===== src/rtl/pp_seq_multiplier.sv =====
// pp_seq_multiplier: sequential shift-add multiplier, one partial product per clock.
// Latency: W cycles from the accept edge to out_valid; one product every W+2 cycles.
// Backpressure: in_ready only in IDLE; result held in DONE until out_ready.
//
// Ports:
//   clk, rst            rising-edge clock, asynchronous active-high reset
//   in_valid/in_ready   operand handshake (a = multiplicand, b = multiplier, W bits)
//   out_valid/out_ready result handshake (result = 2W-bit product)
//   busy                high while an operation is in RUN or DONE
//
// Build option: define PP_SEQ_SIGNED_EN for two's complement operands
// (sign-extended multiplicand, MSB partial product subtracted); otherwise unsigned.
module pp_seq_multiplier #(
  parameter int W = 8
) (
  input  logic           clk,
  input  logic           rst,
  input  logic           in_valid,
  output logic           in_ready,
  input  logic [W-1:0]   a,
  input  logic [W-1:0]   b,
  output logic           out_valid,
  input  logic           out_ready,
  output logic [2*W-1:0] result,
  output logic           busy
);

`ifdef PP_SEQ_SIGNED_EN
  localparam bit SIGNED_EN = 1'b1;
`else
  localparam bit SIGNED_EN = 1'b0;
`endif

  localparam int CW = ($clog2(W) > 1) ? $clog2(W) : 1;
  localparam logic [CW-1:0] CNT_LAST = CW'(W - 1);
  localparam logic [CW-1:0] CNT_ONE  = CW'(1);

  typedef enum logic [1:0] {
    IDLE = 2'd0,
    RUN  = 2'd1,
    DONE = 2'd2
  } state_t;

  state_t           state_q, state_d;
  logic [2*W-1:0]   acc_q, acc_d;
  logic [2*W-1:0]   mcand_q, mcand_d;
  logic [W-1:0]     mplier_q, mplier_d;
  logic [CW-1:0]    cnt_q, cnt_d;
  logic [2*W-1:0]   pp;
  logic             last_pp;

  always_ff @(posedge clk or posedge rst) begin
    if (rst) begin
      state_q  <= IDLE;
      acc_q    <= '0;
      mcand_q  <= '0;
      mplier_q <= '0;
      cnt_q    <= '0;
    end else begin
      state_q  <= state_d;
      acc_q    <= acc_d;
      mcand_q  <= mcand_d;
      mplier_q <= mplier_d;
      cnt_q    <= cnt_d;
    end
  end

  always_comb begin
    state_d  = state_q;
    acc_d    = acc_q;
    mcand_d  = mcand_q;
    mplier_d = mplier_q;
    cnt_d    = cnt_q;
    pp       = mplier_q[0] ? mcand_q : '0;
    last_pp  = (cnt_q == CNT_LAST);

    unique case (state_q)
      IDLE: begin
        if (in_valid) begin
          // Sign bit replication collapses to zero-extension in the unsigned build.
          mcand_d  = {{W{SIGNED_EN & a[W-1]}}, a};
          mplier_d = b;
          acc_d    = '0;
          cnt_d    = '0;
          state_d  = RUN;
        end
      end
      RUN: begin
        // In two's complement the multiplier MSB carries weight -2^(W-1),
        // so its partial product is subtracted rather than added.
        if (SIGNED_EN && last_pp) begin
          acc_d = acc_q - pp;
        end else begin
          acc_d = acc_q + pp;
        end
        mcand_d  = mcand_q << 1;
        mplier_d = mplier_q >> 1;
        cnt_d    = cnt_q + CNT_ONE;
        if (last_pp) begin
          state_d = DONE;
        end
      end
      DONE: begin
        if (out_ready) begin
          state_d = IDLE;
        end
      end
      default: begin
        state_d = IDLE;
      end
    endcase
  end

  assign in_ready  = (state_q == IDLE);
  assign out_valid = (state_q == DONE);
  assign busy      = !in_ready;
  assign result    = acc_q;

endmodule


===== config.mk =====
export PLATFORM = sky130hd
export DESIGN_NAME = pp_seq_multiplier
export DESIGN_NICKNAME = d
export VERILOG_FILES = /design/src/rtl/pp_seq_multiplier.sv
export SDC_FILE = /design/constraint.sdc
export NUM_CORES = 1
export LEC_CHECK = 0
export CORE_MARGIN = 4
export CORE_UTILIZATION = 46
export CTS_CLUSTER_SIZE = 40
export DETAILED_ROUTE_END_ITERATION = 8
export GPL_TIMING_DRIVEN = 0
export PLACE_DENSITY = 0.69
export SLEW_MARGIN = 20
export SYNTH_ARGS = -nofsm -noshare
export SYNTH_HDL_FRONTEND = slang
export SYNTH_SLANG_ARGS = --single-unit
export TNS_END_PERCENT = 1

===== constraint.sdc =====
create_clock -name clk -period 5 [get_ports clk]
set_input_delay 1 -clock clk [delete_from_list [all_inputs] [get_ports clk]]
set_output_delay 1 -clock clk [all_outputs]
set_load 0.05 [all_outputs]

# ---- After elaboration in Yosys (flattened, before gate mapping)
# Index checks and enable logic that the tools add are counted.
dict set report word_totals {
  register_bits 45
  latch_bits 0
  ram_bits 0
  mem_bits_ro 0
  input_bits 20
  output_inout_bits 19
  wordCells 31
  mem_count 0
}
dict set report op_classes {
  addsub 2
  n_mul 0
  div 0
  n_lt_le_gt_ge 0
  eq_ne 6
  n_shift 0
  n_mux 13
  n_bitwise 0
  reduce_logical 5
}
# operator n
set ops {}
lappend ops {{16-bit case mux with 2 select lines} 2}
lappend ops {{16-bit two-way mux} 3}
lappend ops {{16-bit adder} 1}
lappend ops {{8-bit case mux with 2 select lines} 1}
lappend ops {{8-bit two-way mux} 1}
lappend ops {{2-bit two-way mux} 3}
lappend ops {{2-bit case mux with 3 select lines} 1}
lappend ops {{3-bit case mux with 2 select lines} 1}
lappend ops {{2-bit inequality test, second input constant} 2}
lappend ops {{3-bit by 1-bit adder with 3-bit output, second input constant} 1}
lappend ops {{3-bit == test, second input constant} 1}
lappend ops {{3-bit two-way mux} 1}
lappend ops {{3-bit AND reduction} 1}
lappend ops {{2-bit by 1-bit == test with 1-bit output, second input constant} 1}
lappend ops {{2-bit == test, second input constant} 1}
lappend ops {{2-bit zero test} 1}
lappend ops {{2-bit by 1-bit inequality test with 1-bit output, second input constant} 1}
lappend ops {{2-bit AND reduction} 1}
lappend ops {{2-bit nonzero test} 1}
lappend ops {{1-bit zero test} 1}

# ---- Longest topological paths before layout
# Gate-level depths: netlist of run 1.
dict set report logic_depth {
  word_depth 3
  mapped_depth 11
  ltp_nobuf 10
}

# ---- Worst setup path after synthesis of run 1
# No wires, ideal clock.
dict set report synth_timing {
  path_type {register to output}
  from {register state_q[1]}
  to {output port busy}
  t_arrival_ps 1752
  setup_slack_ps 2248
  stages_incl_launch_ff 4
  cell_sequence {dfrtp_1 > clkbuf_1 > nor2_1 > inv_1}
}
dict set report synth_between {
  elab_chain_len 2
}
# item line_no
set synth_rtl {}
lappend synth_rtl {{start, declared} 44} ;# state_t state_q, state_d;
lappend synth_rtl {{start signal, assigned} 60} ;# state_q <= state_d;
lappend synth_rtl {{2-bit zero test} 114} ;# assign in_ready = (state_q == IDLE);
lappend synth_rtl {{via in_ready} 19} ;# output logic in_ready,
lappend synth_rtl {{1-bit zero test} 116} ;# assign busy = !in_ready;
lappend synth_rtl {{end, declared} 25} ;# output logic busy
# The timed path passes the listed nets, and every way through them passes these cells.

# ---- Final worst setup path of run 1
dict set report layout_timing {
  from {register state_q[1]}
  to {output port out_valid}
}
dict set report layout_between {
  elab_chain_len 1
}
# item line_no
set layout_rtl {}
lappend layout_rtl {{2-bit == test} 115} ;# assign out_valid = (state_q == DONE);
lappend layout_rtl {{end, declared} 22} ;# output logic out_valid,
# No other way between the ends.

==> results.yml, run 1 <==
status:
  status: "finished clean"
setup_path:
  crit_family: "buffers and inverters"
  critPathLaunchType: "flip-flop"
  slowest_stage: "clkdlybuf4s50_1"
  cp_num_buf_inv: 2
  cp_data_required_time_ns: 4.00
  worstSetupEndpointType: "output port"
  crit_arrival_ns: 2.16
  crit_fanout: 10
  crit_type: "flip-flop to output port"
  cpPeakStageDelay_ns: 0.84
  path_cells: "clkbuf_1 -> nor2b_1 -> clkdlybuf4s50_1"
layout:
  fill_cells: 480
  antenna_cells: 0
  drive_above_1_share_pct: 4.805
  final_nets: 371
  multiInputGateArea_um2: 1474
  regArea_um2: 1126
  final_area_um2: 3261
  synthToLayoutAreaGrowth_pct: 21.21
synthesis:
  ys_warn_count: 0
  synth_edf_count: 0
  synth.cell_area_um2: 2690
  synth_cells: 288
  yosys_register_bits: 45
  yosys-top-cells-area: "dfrtp_1 42%, ha_1 7.9%, o21ai_0 6.0%"
  postSynthNetCount: 326
  synth_top_area_cell: "dfrtp_1"
  synth_top_area_share_pct: 41.86
  ys_types: 39
  ys_seq_area_share_pct: 41.86
  ys.flop_type: "dfrtp_1"
  async_flop_share_pct: 100.0
  syn_area_per_cell_um2: 9.341
floorplan:
  rows: 27
  die_w_um: 84.47
  initial_utilization_pct: 48.26
  die_area_um2: 7135
  io_pins: 39
  floorplan.core_area_um2: 5574
  die-height_um: 84.47
min_path:
  hold_class: "flip-flop to flip-flop"
timing:
  setup_ws_ns: 1.845
  hold_viol: 0
  period_needed_ns: 3.155
  rsz0062_at_grt: "no"
  clock_skew_ns: 0.006295
  maxSlewViolCount: 0
  slew_headroom_pct: 65.05
  fin_crit_sh_pct: 63.11
  timing.fmax_ghz: 0.3169
  fin_setup_tns_ns: 0
  setup_viol: 0
  worstMarginPinSlew_ns: 0.5243
cts:
  cts_inserted_buffers: 5
  cts-root-buf: "clkbuf_8"
  cts_resized: 0
  clock_path_buffers: 2
  htree_levels: 2
  clkSinkCount: 45
  cts_tree: "built"
  postCtsSetupRepairBufs: 0
  clk_latency_ns: 0.29
  cts_hold_buf: 0
  clk_pin_slew_worst_paths_ns: 0.08
job:
  drv_cap: 0
route:
  drt_wl_total_um: 6187
  ant_nets: 0
  routedWlPerCell_um: 15.28
  drcViolationCount: 0
  vias: 2260
  drt_iter0_drc: 113
  avgViaCountPerCell: 5.580
  drtPass1Iterations: 5
placement:
  gp_congestion: 0.8753
  pre_cts_ws_ns: 2.041
  numPortBuffers: 37
  dpl-instance-area_um2: 3171
  dp_hpwl_um: 4599
global_route:
  grt_usage_pct: 18.02
  grt_overflow: 0
  antenna_found_initial: 0
  grt_pass1_vias: 2265
  grt_pass1_wl_um: 10580
  grt_max_degree: 32
power:
  total_power_mw: 1.770
  power-per-cell-area_nw_per_um2: 542.7
  peakVddDrop_uv: 256.3
  leakagePower_nw: 1.435
==> final timing paths <==
kind	start	to	slack (ns)	depth (start not counted)
setup / recovery	state_q[1]	out_valid	1.84	3
hold / removal	mplier_q[7]	mplier_q[7]	0.51	1
hold reg to reg	mplier_q[7]	mplier_q[7]	0.51	1
setup reg to reg	mplier_q[0]	result[14]	2.07	11
min in group asynchronous	rst	result[13]	0.99	2
max in group asynchronous	rst	mcand_q[15]	3.54	3
==> per-layer routing <==
layer  GRT usage [%]  part of all wire (%)  vias to the layer above
li1                -                     -                     1135
met1           24.29                    50                     1076
met3           4.122                   4.3                        5
met2           29.34                    45                       44
met4           4.748                  0.78                        0
met5               0                     0                        -
==> placed cells by master, fill, tap and decap left out, types with 2 or more instances in the layout <==
cell type / count
a21oi_1: 26
nand3b_1: 2
o21bai_1: 2
clkdlybuf4s50_1: 37
o21bai_2: 2
xnor2_1: 7
dfrtp_1: 45
inv_1: 7
nor2b_1: 18
nand2b_1: 3
clkbuf_1: 11
nand2_1: 27
o211ai_1: 2
o21ai_1: 3
o2111ai_1: 2
o21ai_0: 32
a22o_1: 13
and2_1: 14
buf_2: 3
ha_1: 17
a22oi_1: 15
a21o_1: 4
nor3_1: 2
xor2_1: 5
nand3_1: 4
clkbuf_8: 6
nor2_1: 5
o21a_1: 3
==> cell families (layout without fill, tap and decap cells) <==
family | count (synthesis) | count (layout) | synth area share [%]
DFF | 45 | 45 | 41.86
xor gates and xnor gates | 12 | 12 | 3.907
buffers and inverters | 23 | 68 | 3.349
adders and majority gates | 18 | 18 | 8.651
and+or+nand+nor | 78 | 78 | 15.12
AOI/OAI and AO/OA | 111 | 111 | 26.74
muxes | 1 | 1 | 0.3721
==> per-stage QoR <==
step           util [%]  instances  hold slack, ns
3_5_place_dp      56.88        398          0.4901
2_1_floorplan         -        288          0.4666
5_1_grt           58.50        405          0.5148
4_1_cts           58.50        405          0.5096
6_report          58.50        405          0.5091
3_3_place_gp      56.52        397          0.4859
==> registers in the layout (all words and copies together) (netlist names) <==
register / count
state_q: 2
mplier_q: 8
result: 16
cnt_q: 3
mcand_q: 16
==> cell usage after synthesis (2+ instances only) <==
cell	number
dfrtp_1	45
o21ai_0	32
nand2_1	27
a21oi_1	26
nor2b_1	18
ha_1	17
a22oi_1	15
and2_1	14
a22o_1	13
clkbuf_1	11
inv_1	8
xnor2_1	7
nor2_1	5
xor2_1	5
a21o_1	4
nand3_1	4
buf_2	3
nand2b_1	3
o21a_1	3
o21ai_1	3
nand3b_1	2
nor3_1	2
o2111ai_1	2
o211ai_1	2
o21bai_1	2
o21bai_2	2
==> area by class of cell <==
type                            count  share of cell area, %
Sequential cell                    45                  34.54
Tap cell                           72                  2.763
Buffer                             15                  1.842
Timing Repair Buffer               38                  11.97
Multi-Input combinational cell    220                  45.20
Clock inverter                      1                 0.2302
Inverter                            8                 0.9210
Clock buffer                        6                  2.533
==> power breakdown <==
group / internal [mW] / leakage (nW) / switching, mW
Combinational: 0.357 / 0.809 / 0.559
Clock: 0.109 / 0.0433 / 0.122
Sequential: 0.504 / 0.583 / 0.117
Note: power is estimated with default switching activity, not from simulation.
==> inputs of run 2 (changes only) <==
clock period = 2.93 ns   (was 5 ns; I/O delays follow)
==> run 2 against run 1 <==
  * Core utilization hardly changed
  * Non-clock buffer count shrank 1
  * Count of clock-buffer cells in the layout did not move
  * Wire length fell by 0.39%
  * Clock skew grew 0.0012 ns
  * Register-to-register slack worse by 1.8 ns
  * Final cell count down 0.25%
  * Hold slack better by 0.0011 ns
  * Flip-flop and latch count unchanged
  * Critical path type unchanged
  * Critical endpoint unchanged
  * Largest cell class unchanged
  * Largest power group unchanged
==> results.yml, run 2 (same netlist as run 1, synthesis figures left out) <==
status:
  status: "finished clean"
placement:
  dp_hpwl_um: 4599
  dpl-instance-area_um2: 3171
  pre_cts_ws_ns: -0.02851
  gp_congestion: 0.8753
  numPortBuffers: 37
floorplan:
  die-height_um: 84.47
  floorplan.core_area_um2: 5574
  die_area_um2: 7135
  initial_utilization_pct: 48.26
  io_pins: 39
  die_w_um: 84.47
  rows: 27
timing:
  setup_viol: 0
  setup_ws_ns: 0.2002
  timing.fmax_ghz: 0.3663
  fin_hold_ws_ns: 0.5102
  worstMarginPinSlew_ns: 0.5126
  slew_headroom_pct: 65.83
  period_needed_ns: 2.730
  fin_crit_sh_pct: 93.17
  rsz0062_at_grt: "no"
  clock_skew_ns: 0.007509
  hold_viol: 0
  maxSlewViolCount: 0
setup_path:
  r2r_start: "mplier_q[0]"
  critPathLaunchType: "flip-flop"
  crit_fanout: 10
  crit_type: "flip-flop to output port"
  path_cells: "clkbuf_1 -> nor2b_1 -> clkdlybuf4s50_1"
  crit_arrival_ns: 2.14
  crit_start: "state_q[1]"
  r2r_cells: 10
  critical_path.endpoint: "out_valid"
  worstSetupEndpointType: "output port"
  rr_endpoint: "result[14]"
  slowest_stage: "clkdlybuf4s50_1"
  cpPeakStageDelay_ns: 0.84
  cp_data_required_time_ns: 2.34
  rrSetupSlack_ns: 0.27
min_path:
  hold_class: "flip-flop to flip-flop"
  whs_path_depth: 1
global_route:
  grt_pass1_wl_um: 10580
  grt_max_degree: 32
  antenna_found_initial: 0
  grt_pass1_vias: 2249
  grt_usage_pct: 18.04
  grt_overflow: 0
layout:
  final_cell_mix: "44 x dfrtp_1, 37 x clkdlybuf4s50_1, 32 x o21ai_0"
  fin_util_pct: 58.45
  final_nets: 370
  drive_above_1_share_pct: 5.120
  fill_cells: 480
  synthToLayoutAreaGrowth_pct: 21.12
  final_area_um2: 3258
  final_common_cell: "dfrtp_1"
  antenna_cells: 0
route:
  routedWlPerCell_um: 15.25
  vias: 2256
  ant_nets: 0
  drtPass1Iterations: 4
  drcViolationCount: 0
  avgViaCountPerCell: 5.584
  drt_iter0_drc: 123
  drt_wl_total_um: 6163
cts:
  cts_inserted_buffers: 5
  cts-root-buf: "clkbuf_8"
  clk_pin_slew_worst_paths_ns: 0.09
  clk_latency_ns: 0.30
  clkSinkCount: 45
  clock_path_buffers: 2
  htree_levels: 2
  postCtsSetupRepairBufs: 0
  cts_tree: "built"
power:
  leakagePower_nw: 1.433
  power-per-cell-area_nw_per_um2: 925.7
  peakVddDrop_uv: 428.2
job:
  drv_cap: 0
[run 2: cell types whose count changed in the layout (fill, tap and decap cells not counted)]
cell	previous run	this run
dfrtp_1	45	44
dfrtp_2	0	1
clkbuf_1	11	10
[run 2: cell type report]
cell class	instances	area, um^2	area share [%]
multi-input combinational	220	1474	45.24
sequential	45	1127	34.60
timing repair buffer	38	390.4	11.98
tap	72	90.09	2.765
clock buffer	6	82.58	2.535
buffer	14	56.30	1.728
inverter	8	30.03	0.9217
clock inverter	1	7.507	0.2304
[run 2: layer usage]
metal	part of all wire [%]	GRT usage, %	vias to the layer above
met5	0	0	-
met4	0.92	4.748	0
met3	4.8	4.122	7
met2	46	29.34	47
met1	48	24.35	1071
li1	-	-	1131
[run 2: power breakdown]
part | internal, mW | switching, mW | leakage (nW)
clock | 0.187 | 0.210 | 0.0433
combinational | 0.608 | 0.943 | 0.807
sequential | 0.861 | 0.207 | 0.582
[run 2: repair_timing]
action,4_1_cts,5_1_grt
hold buffers,0,0
resized for setup,0,1
setup endpoints to repair,2,3
[run 2: per-stage QoR]
stage	instances	power, mW	TNS [ns]
floorplan	288	2.164	0
global placement	397	2.596	0
detailed placement	398	2.641	-0.04287
CTS	404	3.035	0
global route	404	3.248	0
finish	404	3.016	0
[run 2: worst min-delay path by stage]
stage,startpoint,to
after floorplan,mplier_q[7],mplier_q[7]
after global placement,mplier_q[7],mplier_q[7]
after detailed placement,mplier_q[7],mplier_q[7]
after CTS,mplier_q[7],mplier_q[7]
after global routing,mplier_q[7],mplier_q[7]
final,mplier_q[7],mplier_q[7]
[run 2: worst max-delay path, delay by kind of cell (launching register included)]
kind / cells / cell delay, ns
flip-flops: 1 / 0.38
buffers and inverters: 2 / 1.21
AND/OR/NAND/NOR: 1 / 0.26
